File: src/rtl/brake_actuator_if.sv
// Signal bundle between the brake decision logic (master) and the brake
// actuator (slave): the raw brake request and the actuator-side outputs.
interface brake_actuator_if #(
  parameter int FORCE_WIDTH = 8
);
  logic                   vehicle_break;
  logic [FORCE_WIDTH-1:0] brake_force;
  logic                   pwm_out;
  logic                   brake_light;
  logic                   braking;

  modport master (
    output vehicle_break,
    input  brake_force,
    input  pwm_out,
    input  brake_light,
    input  braking
  );

  modport slave (
    input  vehicle_break,
    output brake_force,
    output pwm_out,
    output brake_light,
    output braking
  );
endinterface

File: src/rtl/brake_actuator.sv
// Brake actuator: synchronises and debounces the brake request, ramps the
// commanded force up/down through a hold phase, and drives the PWM stage,
// brake light and braking status.
module brake_actuator #(
  parameter int FORCE_WIDTH     = 8,
  parameter int RAMP_STEP       = 16,
  parameter int MIN_HOLD_CYCLES = 1000,
  parameter int DEBOUNCE_CYCLES = 4
) (
  input  logic              clock,
  input  logic              reset_n,
  brake_actuator_if.slave   bus
);

  localparam int DEB_W  = $clog2(DEBOUNCE_CYCLES + 1);
  localparam int HOLD_W = $clog2(MIN_HOLD_CYCLES + 1);

  localparam logic [FORCE_WIDTH-1:0] MAX_F  = {FORCE_WIDTH{1'b1}};
  localparam logic [FORCE_WIDTH-1:0] STEP_F = FORCE_WIDTH'(RAMP_STEP);
  localparam logic [DEB_W-1:0]       DEB_LAST    = DEB_W'(DEBOUNCE_CYCLES - 1);
  localparam logic [HOLD_W-1:0]      HOLD_MAX    = HOLD_W'(MIN_HOLD_CYCLES);
  localparam logic [HOLD_W-1:0]      HOLD_THRESH = HOLD_W'(MIN_HOLD_CYCLES - 1);

  typedef enum logic [1:0] {
    IDLE,
    RAMP_UP,
    HOLD,
    RAMP_DOWN
  } state_t;

  logic [1:0]             sync_q, sync_d;
  logic                   req_filt_q, req_filt_d;
  logic [DEB_W-1:0]       deb_cnt_q, deb_cnt_d;
  state_t                 state_q, state_d;
  logic [FORCE_WIDTH-1:0] force_q, force_d;
  logic [HOLD_W-1:0]      hold_cnt_q, hold_cnt_d;
  logic [FORCE_WIDTH-1:0] pwm_cnt_q, pwm_cnt_d;
  logic                   pwm_q, pwm_d;

  logic                   req_sync;
  logic [FORCE_WIDTH:0]   force_sum;
  logic [FORCE_WIDTH:0]   force_diff;
  logic                   up_sat;
  logic                   down_zero;
  logic [FORCE_WIDTH-1:0] force_up;
  logic [FORCE_WIDTH-1:0] force_down;

  assign req_sync = sync_q[1];

  // Two-flop synchroniser followed by a persistence filter on the request.
  always_comb begin
    sync_d     = {sync_q[0], bus.vehicle_break};
    req_filt_d = req_filt_q;
    deb_cnt_d  = '0;
    if (req_sync != req_filt_q) begin
      if (deb_cnt_q == DEB_LAST) begin
        req_filt_d = req_sync;
        deb_cnt_d  = '0;
      end else begin
        deb_cnt_d  = deb_cnt_q + 1'b1;
      end
    end
  end

  // Saturating force step in both directions using a one-bit-wider result.
  always_comb begin
    force_sum  = {1'b0, force_q} + {1'b0, STEP_F};
    force_diff = {1'b0, force_q} - {1'b0, STEP_F};
    up_sat     = (force_sum >= {1'b0, MAX_F});
    down_zero  = force_diff[FORCE_WIDTH] || (force_diff == '0);
    force_up   = up_sat ? MAX_F : force_sum[FORCE_WIDTH-1:0];
    force_down = down_zero ? '0 : force_diff[FORCE_WIDTH-1:0];
  end

  // Ramp/hold/release sequencing; a re-request while releasing wins over
  // reaching zero and continues upward from the present force.
  always_comb begin
    state_d    = state_q;
    force_d    = force_q;
    hold_cnt_d = hold_cnt_q;
    case (state_q)
      IDLE: begin
        force_d = '0;
        if (req_filt_q) begin
          state_d = RAMP_UP;
          force_d = STEP_F;
        end
      end
      RAMP_UP: begin
        force_d = force_up;
        if (up_sat) begin
          state_d    = HOLD;
          hold_cnt_d = '0;
        end
      end
      HOLD: begin
        force_d = MAX_F;
        if (hold_cnt_q != HOLD_MAX) begin
          hold_cnt_d = hold_cnt_q + 1'b1;
        end
        if ((hold_cnt_q >= HOLD_THRESH) && !req_filt_q) begin
          state_d = RAMP_DOWN;
          force_d = MAX_F - STEP_F;
        end
      end
      RAMP_DOWN: begin
        if (req_filt_q) begin
          force_d = force_up;
          if (up_sat) begin
            state_d    = HOLD;
            hold_cnt_d = '0;
          end else begin
            state_d    = RAMP_UP;
          end
        end else begin
          force_d = force_down;
          if (down_zero) begin
            state_d = IDLE;
          end
        end
      end
      default: begin
        state_d = IDLE;
        force_d = '0;
      end
    endcase
  end

  // Free-running PWM counter compared against the force, output registered.
  always_comb begin
    pwm_cnt_d = pwm_cnt_q + 1'b1;
    pwm_d     = (pwm_cnt_q < force_q);
  end

  // State registers; reset returns everything to released immediately.
  always_ff @(posedge clock or negedge reset_n) begin
    if (!reset_n) begin
      sync_q     <= '0;
      req_filt_q <= 1'b0;
      deb_cnt_q  <= '0;
      state_q    <= IDLE;
      force_q    <= '0;
      hold_cnt_q <= '0;
      pwm_cnt_q  <= '0;
      pwm_q      <= 1'b0;
    end else begin
      sync_q     <= sync_d;
      req_filt_q <= req_filt_d;
      deb_cnt_q  <= deb_cnt_d;
      state_q    <= state_d;
      force_q    <= force_d;
      hold_cnt_q <= hold_cnt_d;
      pwm_cnt_q  <= pwm_cnt_d;
      pwm_q      <= pwm_d;
    end
  end

  assign bus.brake_force = force_q;
  assign bus.pwm_out     = pwm_q;
  assign bus.brake_light = (force_q != '0);
  assign bus.braking     = (state_q == RAMP_UP) || (state_q == HOLD);

endmodule

File: src/flat_wrapper.sv
// flat-port wrapper written by rule: the top's interface ports become plain ports
module brake_actuator_flat 
#(
  parameter int FORCE_WIDTH     = 8,
  parameter int RAMP_STEP       = 16,
  parameter int MIN_HOLD_CYCLES = 1000,
  parameter int DEBOUNCE_CYCLES = 4
)
  (clock, reset_n, bus_vehicle_break, bus_brake_force, bus_pwm_out, bus_brake_light, bus_braking);
  brake_actuator_if #(.FORCE_WIDTH(FORCE_WIDTH)) bus_i ();
  input  logic clock;
  input  logic reset_n;
  input wire logic [$bits(bus_i.vehicle_break)-1:0] bus_vehicle_break;
  output wire logic [$bits(bus_i.brake_force)-1:0] bus_brake_force;
  output wire logic [$bits(bus_i.pwm_out)-1:0] bus_pwm_out;
  output wire logic [$bits(bus_i.brake_light)-1:0] bus_brake_light;
  output wire logic [$bits(bus_i.braking)-1:0] bus_braking;
  assign bus_i.vehicle_break = bus_vehicle_break;
  assign bus_brake_force = bus_i.brake_force;
  assign bus_pwm_out = bus_i.pwm_out;
  assign bus_brake_light = bus_i.brake_light;
  assign bus_braking = bus_i.braking;
  brake_actuator #(.FORCE_WIDTH(FORCE_WIDTH), .RAMP_STEP(RAMP_STEP), .MIN_HOLD_CYCLES(MIN_HOLD_CYCLES), .DEBOUNCE_CYCLES(DEBOUNCE_CYCLES)) u_core (.clock(clock), .reset_n(reset_n), .bus(bus_i));
endmodule
File: config.mk
export PLATFORM = sky130hd
export DESIGN_NAME = brake_actuator_flat
export DESIGN_NICKNAME = d
export VERILOG_FILES = /design/src/rtl/brake_actuator_if.sv /design/src/rtl/brake_actuator.sv /design/src/flat_wrapper.sv
export SDC_FILE = /design/constraint.sdc
export NUM_CORES = 1
export LEC_CHECK = 0
export CAP_MARGIN = 15
export CORE_UTILIZATION = 42
export DETAILED_ROUTE_END_ITERATION = 8
export PLACE_DENSITY = 0.65
export SYNTH_ARGS = -nofsm -noshare
export SYNTH_HDL_FRONTEND = slang
export SYNTH_SLANG_ARGS = --single-unit
File: constraint.sdc
create_clock -name clock -period 4.95 [get_ports clock]
set_input_delay 0.99 -clock clock [delete_from_list [all_inputs] [get_ports clock]]
set_output_delay 0.99 -clock clock [all_outputs]
set_load 0.005 [all_outputs]
**Yosys cells after proc, flatten, opt, wreduce, memory -nomap -nowiden**

Index checks and enable logic that the tools add are counted.
Widths: inputs -> output; s select.

- Divide/modulo/power cells: 0
- Reduce and logical (&&, ||, !) cells: 11
- Multipliers: 0
- Add/subtract/negate cells: 5
- $lt $le $gt $ge: 3
- Bitwise gates (word level): 0
- Multiplexer cells: 19
- Equality and inequality tests: 12
- Shift operators: 0

Operators with widths:

| kind | count |
|---|---|
| $pmux 8 s4 | 1 |
| $mux 10 | 3 |
| $pmux 10 s3 | 1 |
| $mux 8 | 3 |
| $mux 2 | 6 |
| $add 10x1->10 const B | 1 |
| $ge 10x10->1 const B | 1 |
| $mux 5 | 2 |
| $ne 10x10->1 const B | 1 |
| $ne 2x1->1 const B | 5 |
| $add 8x5->9 const B | 1 |
| $ge 9x8->1 const B | 1 |
| $logic_not 9->1 | 1 |
| $sub 8x5->9 const B | 1 |
| $add 8x1->8 const B | 1 |
| $lt 8x8->1 | 1 |
| $pmux 2 s4 | 1 |
| $reduce_bool 8->1 | 1 |
| $mux 3 | 2 |
| $eq 2x2->1 const B | 2 |
| $reduce_and 4->1 | 1 |
| $add 3x1->3 const B | 1 |
| $eq 3x2->1 const B | 1 |
| $ne 3x1->1 const B | 1 |
| other kinds (9) | 10 |

- Logic and storage cells: 58
- Flip-flop bits (word level): 35
- Bits in latches: 0
- Bits in read-only memories: 0
- Bits of input ports: 3
- Bits in writable memories: 0
- Memories kept: 0

**Logic depth before layout (Yosys ltp)**

Gate-level depths: netlist of the first run.

- Word-level depth: 6
- Depth in mapped cells: 8

**Worst setup path after synthesis of the first run**

OpenSTA, ideal clock, no wires.

- Path type: register -> register
- From: register u_core.force_q[4], in the netlist u_core.bus.brake_force[4]
- To: register u_core.state_q[1]
- Setup slack: 2.954 ns
- Arrival time: 1.869 ns
- Period minus slack after synthesis: 1.996 ns
- Cell stages (with the launch flop): 9
- Path through: dfrtp_1 -> inv_1 -> ha_1 -> nand2b_1 -> a21oi_1 -> o211ai_1 -> nand2_1 -> a311oi_1 -> a21oi_1

- Cells in the longest elaborated chain, start to end: 5
- Elaborated cells on any way between the ends: 11

Ends and longest elaborated chain:

| element | RTL line | text |
|---|---|---|
| start, declared | brake_actuator.sv:35 | `logic [FORCE_WIDTH-1:0] force_q, force_d;` |
| start signal, assigned | brake_actuator.sv:151 | `force_q <= force_d;` |
| $add 8x5->9 / $sub 8x5->9 (equally long branches) | brake_actuator.sv:67, brake_actuator.sv:68 |  |
| $ge 9x8->1 / $logic_not 9->1 (equally long branches) | brake_actuator.sv:69, brake_actuator.sv:70 |  |
| $mux 2 / $logic_or 1x1->1 (equally long branches) | brake_actuator.sv:109, brake_actuator.sv:70 |  |
| $mux 2 / $ne 3x1->1 (equally long branches) | n/a |  |
| $pmux 2 s4 / $reduce_and 4->1 (equally long branches) | n/a |  |
| end signal, assigned | brake_actuator.sv:150 | `state_q <= state_d;` |
| end, declared | brake_actuator.sv:34 | `state_t state_q, state_d;` |

Several ways; a longest one is shown, not always the timed one.
A chain may end at the register's enable or synchronous reset.

**Worst setup path in the final report of the first run**

- From: register u_core.force_q[4], in the netlist u_core.bus.brake_force[4]
- To: output bus_brake_light

- Cells in the longest elaborated chain, start to end: 1

Ends and longest elaborated chain:

| element | RTL line | text |
|---|---|---|
| $reduce_bool 8->1 | brake_actuator.sv:160 | `assign bus.brake_light = (force_q != '0);` |
| end, declared | flat_wrapper.sv:16 | `output wire logic [$bits(bus_i.brake_light)-1:0] bus_brake_light;` |

No other way between the ends.

==> reports/metrics.cfg, run 1 <==
[critical_path]
crit_path_start_kind=flop
worst-path-max-fanout=8
reg2reg_to=u_core.hold_cnt_q[8]
cp.required_ns=3.96
rrSetupSlack_ns=2.56
critical_path_class=flop to primary output
end_kind=primary output
r2r_cells=8
rr_startpoint=u_core.bus.brake_force[4]
worstPathArrival_ns=1.75

[logic_synthesis]
synth_nets=236
yosys_register_bits=35
synthesis.area_um2=2090
synth_flop_cell=dfrtp_1
yosys.area.top_type_share_pct=41.9
yosysUniqueCellTypes=45
ys_warn_count=0
synth_top_area_cell=dfrtp_1
postSynthAreaPerCell_um2=9.85
ys_top_cells_by_area=dfrtp_1 42%, ha_1 13%, nor2_1 3.4%
synthArstFlopShare_pct=100
synth_edf_count=0
synthCells=212
seq_area_frac_synth_pct=41.9

[clock_network]
clock_latency_ns=0.29
ctsHoldBuffers=0
clock-sinks=35
cts_setup_buffers=0
cts_max_level=2
clkTransAtPathRegs_ns=0.07
cts_resized=0
numCtsBuffers=5
cts-root-buf=clkbuf_8
clock_path_buffers=2
cts_tree=yes

[min_path]
min_to=u_core.sync_q[1]
min-delay-start=u_core.sync_q[0]
hold_path_depth=0
worstHoldPathType=flop to flop

[drt]
vias=1542
ant_nets=0
via_per_inst=5.21
routed_wl_um=4010
wl_per_cell_um=13.6
dr.pass1.iters=4
drc=0
first_iter_violations=84

[grt]
grt_max_degree=36
grt_pass1_wl_um=7140
antenna_found_initial=0
grt_pass1_vias=1472
grt_usage_pct=17.9
grt-ovfl-total=0

[floorplan]
dieArea_um2=5260
start_util_pct=43.9
fp.dieW_um=72.5
ios=14
die_h_um=72.5
rows=25
coreArea_um2=4750

[sta]
rsz0062_at_grt=no
worstMarginPinSlew_ns=0.797
slew_viol_final=0
final.setup.tns_ns=0
finalClockSkew_ns=0.00340
timing.fmax_mhz=365
hold_viol=0
finalCritPeriodShare_pct=55.3
whs_ns=0.350
report.final.setup_viol=0
fin_crit_ns=2.74
maxSlewHeadroom_pct=46.9

[pwr]
p_leak_nw=1.06
p_clk_share_pct=17.0
pwr-share-seq_pct=33.4
power_density_nw_per_um2=569
p_int_w=0.000787
p_sw_share_pct=41.7
design_power_total_w=0.00135
irDropWorstVdd_mv=0.285
p_sw_w=0.000564
combPwrFrac_pct=49.7

[finish]
fin_util_pct=49.9
area_delta_synth_final_pct=13.7
antenna_cells=0
final_nets=252
layout-drive-gt1-share_pct=6.99

[place]
place.gp.congestion=0.783
hpwl_um=2820
port-buffer-count=13

[job]
max_cap_violations=0

[status]
outcome=complete, no violations

-- power groups by stage --
stage / Sequential, W / Clock, W / Combinational [W]
detailed placement: 0.000455 / 0 / 0.000667
floorplan: 0.000434 / 0 / 0.000489
global placement: 0.000453 / 0 / 0.000661
global route: 0.000466 / 0.000249 / 0.000760
CTS: 0.000450 / 0.000237 / 0.000673
finish: 0.000451 / 0.000229 / 0.000671
-- stage by stage --
step / instance area [µm²] / setup WS, ns / cells
finish: 2370 / 2.21 / 296
global route: 2370 / 2.09 / 296
CTS: 2370 / 2.20 / 296
detailed placement: 2270 / 2.53 / 288
global placement: 2270 / 2.55 / 288
floorplan: 2090 / 2.95 / 212
-- cells in the final DEF, fill, tap and decap left out, drive strengths merged, types with 2 or more instances in the layout --
cell type	instances
o21a	2
ha	21
o2bb2ai	2
and3	5
nor3b	2
a22o	7
o211ai	2
clkbuf	8
clkdlybuf4s50	12
nand4	3
xnor2	7
a21o	3
a31oi	2
o21ai	10
dfrtp	35
a211oi	5
a21oi	11
nand2	12
nor2	19
nand3	10
and4	2
mux2i	3
nor3	11
xor2	2
inv	18
-- layer usage --
layer	vias to the layer above	GRT usage [%]	wire length (µm)
met1	713	25.8	2000
met5	-	0	0
met2	34	24.6	1760
li1	787	-	-
met3	8	5.28	184
met4	0	8.28	65
-- kinds of logic after synthesis --
logic type / after synthesis / share of synthesized area [%]
multiplexers: 3 / 1.44
buffers and inverters: 22 / 4.37
flip-flops: 35 / 41.9
AND/OR/NAND/NOR: 69 / 17.0
XOR/XNOR: 9 / 3.77
AO/OA/AOI/OAI: 53 / 18.9
adder cells (fa/ha/maj): 21 / 12.6
-- worst max path at each step --
stage | endpoint | slack [ns] | from
finish | bus_brake_light | 2.21 | u_core.bus.brake_force[4]
global route | bus_brake_light | 2.09 | u_core.bus.brake_force[4]
CTS | bus_brake_light | 2.20 | u_core.bus.brake_force[4]
detailed placement | bus_brake_light | 2.53 | u_core.bus.brake_force[4]
global placement | bus_brake_light | 2.55 | u_core.bus.brake_force[4]
floorplan | u_core.state_q[1] | 2.95 | u_core.bus.brake_force[4]
-- layout make-up --
cell class                 instances  area [µm²]
clock buffer                       8         100
fill                             457        2380
tap                               67        83.8
sequential                        35         876
inverter                          18        67.6
timing repair buffer              13         125
multi-input combinational        155        1120
-- flip-flops by register name, summed over array words and instances (netlist names) --
| name | flops |
|---|---|
| u_core.sync_q | 2 |
| u_core.hold_cnt_q | 10 |
| u_core.state_q | 2 |
| u_core.req_filt_q | 1 |
| u_core.deb_cnt_q | 3 |
| u_core.bus.pwm_out | 1 |
| u_core.bus.brake_force | 8 |
| u_core.pwm_cnt_q | 8 |
-- synthesized netlist by cell type (7+ instances only) --
| cell | number |
|---|---|
| dfrtp_1 | 35 |
| ha_1 | 21 |
| nor2_1 | 19 |
| inv_1 | 18 |
| nand2_1 | 12 |
| a21oi_1 | 11 |
| nand3_1 | 10 |
| nor3_1 | 10 |
| o21ai_0 | 8 |
| a22o_1 | 7 |
| xnor2_1 | 7 |
-- worst max-delay path: stages, from the launching register on --
cell and delay, ns:
dfrtp_1 0.50, inv_1 0.17, ha_1 0.23, nand3_1 0.06, clkdlybuf4s50_1 0.50
Power figures use the tool's default switching activity.
==> run 2: changes to the inputs <==
Settings changed: PLACE_DENSITY 0.65 to 0.67.
Clock period 4.95 ns to 2.46 ns, I/O delays scaled along.
==> run 2 against run 1 <==
  * Clock power up 84%
  * Sequential power up 100%
  * Highest routed layer unchanged
  * Routed wire length increased by 4.9%
  * Critical path type is now flop to flop
==> reports/metrics.cfg, run 2 (same netlist as run 1, synthesis figures left out) <==
[sta]
final.setup.tns_ns=0  ; unchanged
finalClockSkew_ns=0.00570  ; +0.00230 ns
setup_ws_ns=0.132  ; -2.08 ns
maxSlewHeadroom_pct=61.9  ; +15 points
fin_crit_ns=2.33
report.final.setup_viol=0  ; unchanged
worstMarginPinSlew_ns=0.571  ; -0.226 ns
timing.fmax_mhz=429
hold_viol=0  ; unchanged
finalCritPeriodShare_pct=94.6
slew_viol_final=0  ; unchanged

[grt]
grt_pass1_vias=1545  ; +5.0%
grtUsageMet1_pct=25.7  ; -0.068 points
grt_pass1_wl_um=7250  ; +1.5%
grt_usage_pct=18.1  ; +0.13 points
grt_most_used_layer=met2
grt_max_degree=36  ; unchanged
use_met3_pct=4.17  ; -1.1 points
grt-ovfl-total=0  ; unchanged
antenna_found_initial=0  ; unchanged
grt_use_met2_pct=26.1  ; +1.5 points

[drt]
routed_wl_um=4210  ; +4.9%
via_per_inst=5.23  ; +0.46%
ant_nets=0  ; unchanged
drc=0  ; unchanged
vias=1570  ; +1.8%
wl_per_cell_um=14.0  ; +3.5%
first_iter_violations=139  ; +65%
dr.pass1.iters=4  ; unchanged

[pwr]
power_density_nw_per_um2=1140  ; +100%
p_leak_nw=1.08  ; +1.5%
irDropWorstVdd_mv=0.511  ; +79%

[finish]
final_common_cell=dfrtp_1
antenna_cells=0  ; unchanged
final_nets=257  ; +2.0%
area_delta_synth_final_pct=15.2
largest_reg_flops=10  ; unchanged
layout_common_cells=35 x dfrtp_1, 21 x ha_1, 19 x nor2_1
regMostFlops=u_core.hold_cnt_q
layout-drive-gt1-share_pct=8.58  ; +1.6 points

[clock_network]
cts_max_level=2  ; unchanged
clock_latency_ns=0.28  ; about the same
cts_tree=yes
clkTransAtPathRegs_ns=0.07  ; about the same
numCtsBuffers=5  ; unchanged
clock-sinks=35  ; unchanged
clock_path_buffers=2  ; unchanged
cts-root-buf=clkbuf_8

[status]
outcome=complete, no violations

[floorplan]
coreArea_um2=4750  ; unchanged
fp.dieW_um=72.5  ; unchanged
rows=25  ; unchanged
die_h_um=72.5  ; unchanged
dieArea_um2=5260  ; unchanged
start_util_pct=43.9  ; unchanged
ios=14  ; unchanged

[critical_path]
cp.required_ns=2.63  ; -1.33 ns
crit_path_start_kind=flop
end_kind=flop
critical_path_class=flop to flop
worst-path-max-fanout=7  ; -1
worstPathArrival_ns=2.49  ; +0.74 ns

[place]
dp_worst_setup_slack_ns=0.217  ; -2.31 ns
place.gp.congestion=0.857  ; +9.4%
port-buffer-count=13  ; unchanged
hpwl_um=2870  ; +1.9%

[job]
max_cap_violations=0  ; unchanged

[min_path]
worstHoldPathType=flop to flop

-- run 2: metrics by stage --
| step | power (W) | hold WS [ns] | cells | util, % | area (µm²) |
|---|---|---|---|---|---|
| 3_5_place_dp | 0.00227 | 0.336 | 291 | 48.4 | 2300 |
| 3_3_place_gp | 0.00226 | 0.331 | 291 | 48.4 | 2300 |
| 2_1_floorplan | 0.00186 | 0.196 | 212 | - | 2090 |
| 4_1_cts | 0.00272 | 0.352 | 298 | 50.2 | 2390 |
| 5_1_grt | 0.00298 | 0.370 | 300 | 50.6 | 2400 |
| 6_report | 0.00273 | 0.349 | 300 | 50.6 | 2400 |
-- run 2: what timing repair did --
action | CTS | global route
endpoints found under the setup margin | 0 | 8
resized for setup | 0 | 0
hold buffers | 0 | 0
setup buffers | 0 | 1
-- run 2: power by group --
group          internal [W]  switching (W)
combinational      0.000636       0.000773
sequential         0.000717       0.000183
clock              0.000220       0.000203
total               0.00157        0.00116
-- run 2: critical path, cell delays in order, from the launching register on --
cell	delay (ns)
dfrtp_1	0.50
inv_1	0.15
ha_1	0.33
nand2b_1	0.08
a21oi_1	0.08
o211ai_1	0.34
nand2_1	0.27
a311oi_1	0.34
a21oi_1	0.10
-- run 2: worst paths after layout --
| kind | startpoint | slack, ns | end | cells after the start |
|---|---|---|---|---|
| max | u_core.bus.brake_force[5] | 0.13 | u_core.state_q[1] | 8 |
| min | u_core.sync_q[0] | 0.35 | u_core.sync_q[1] | 0 |
| min reg2reg | u_core.sync_q[0] | 0.35 | u_core.sync_q[1] | 0 |
| max reg2reg | u_core.bus.brake_force[5] | 0.13 | u_core.state_q[1] | 8 |
| min in group asynchronous | reset_n | 0.61 | u_core.deb_cnt_q[2] | 2 |
| max in group asynchronous | reset_n | 1.53 | u_core.bus.brake_force[5] | 2 |
-- run 2: area by class of cell --
class | instances | area [µm²]
clock buffers | 6 | 82.6
clock inverters | 1 | 5.00
fillers | 455 | 2350
inverters | 18 | 67.6
multi-input cells | 156 | 1130
flip-flops and latches | 35 | 876
well taps | 67 | 83.8
repair buffers | 17 | 160
-- run 2: layer usage --
metal  part of all wire, %  routed length [µm]
met1                    51                2130
met2                    46                1930
met3                   2.4                 103
met4                   1.0                  43
met5                     0                   0
==> run 3: changes to the inputs <==
Settings changed: CAP_MARGIN 15 to 10.
==> results of run 3 <==
The final DEF is identical to that of run 2; final timing and power are the same.
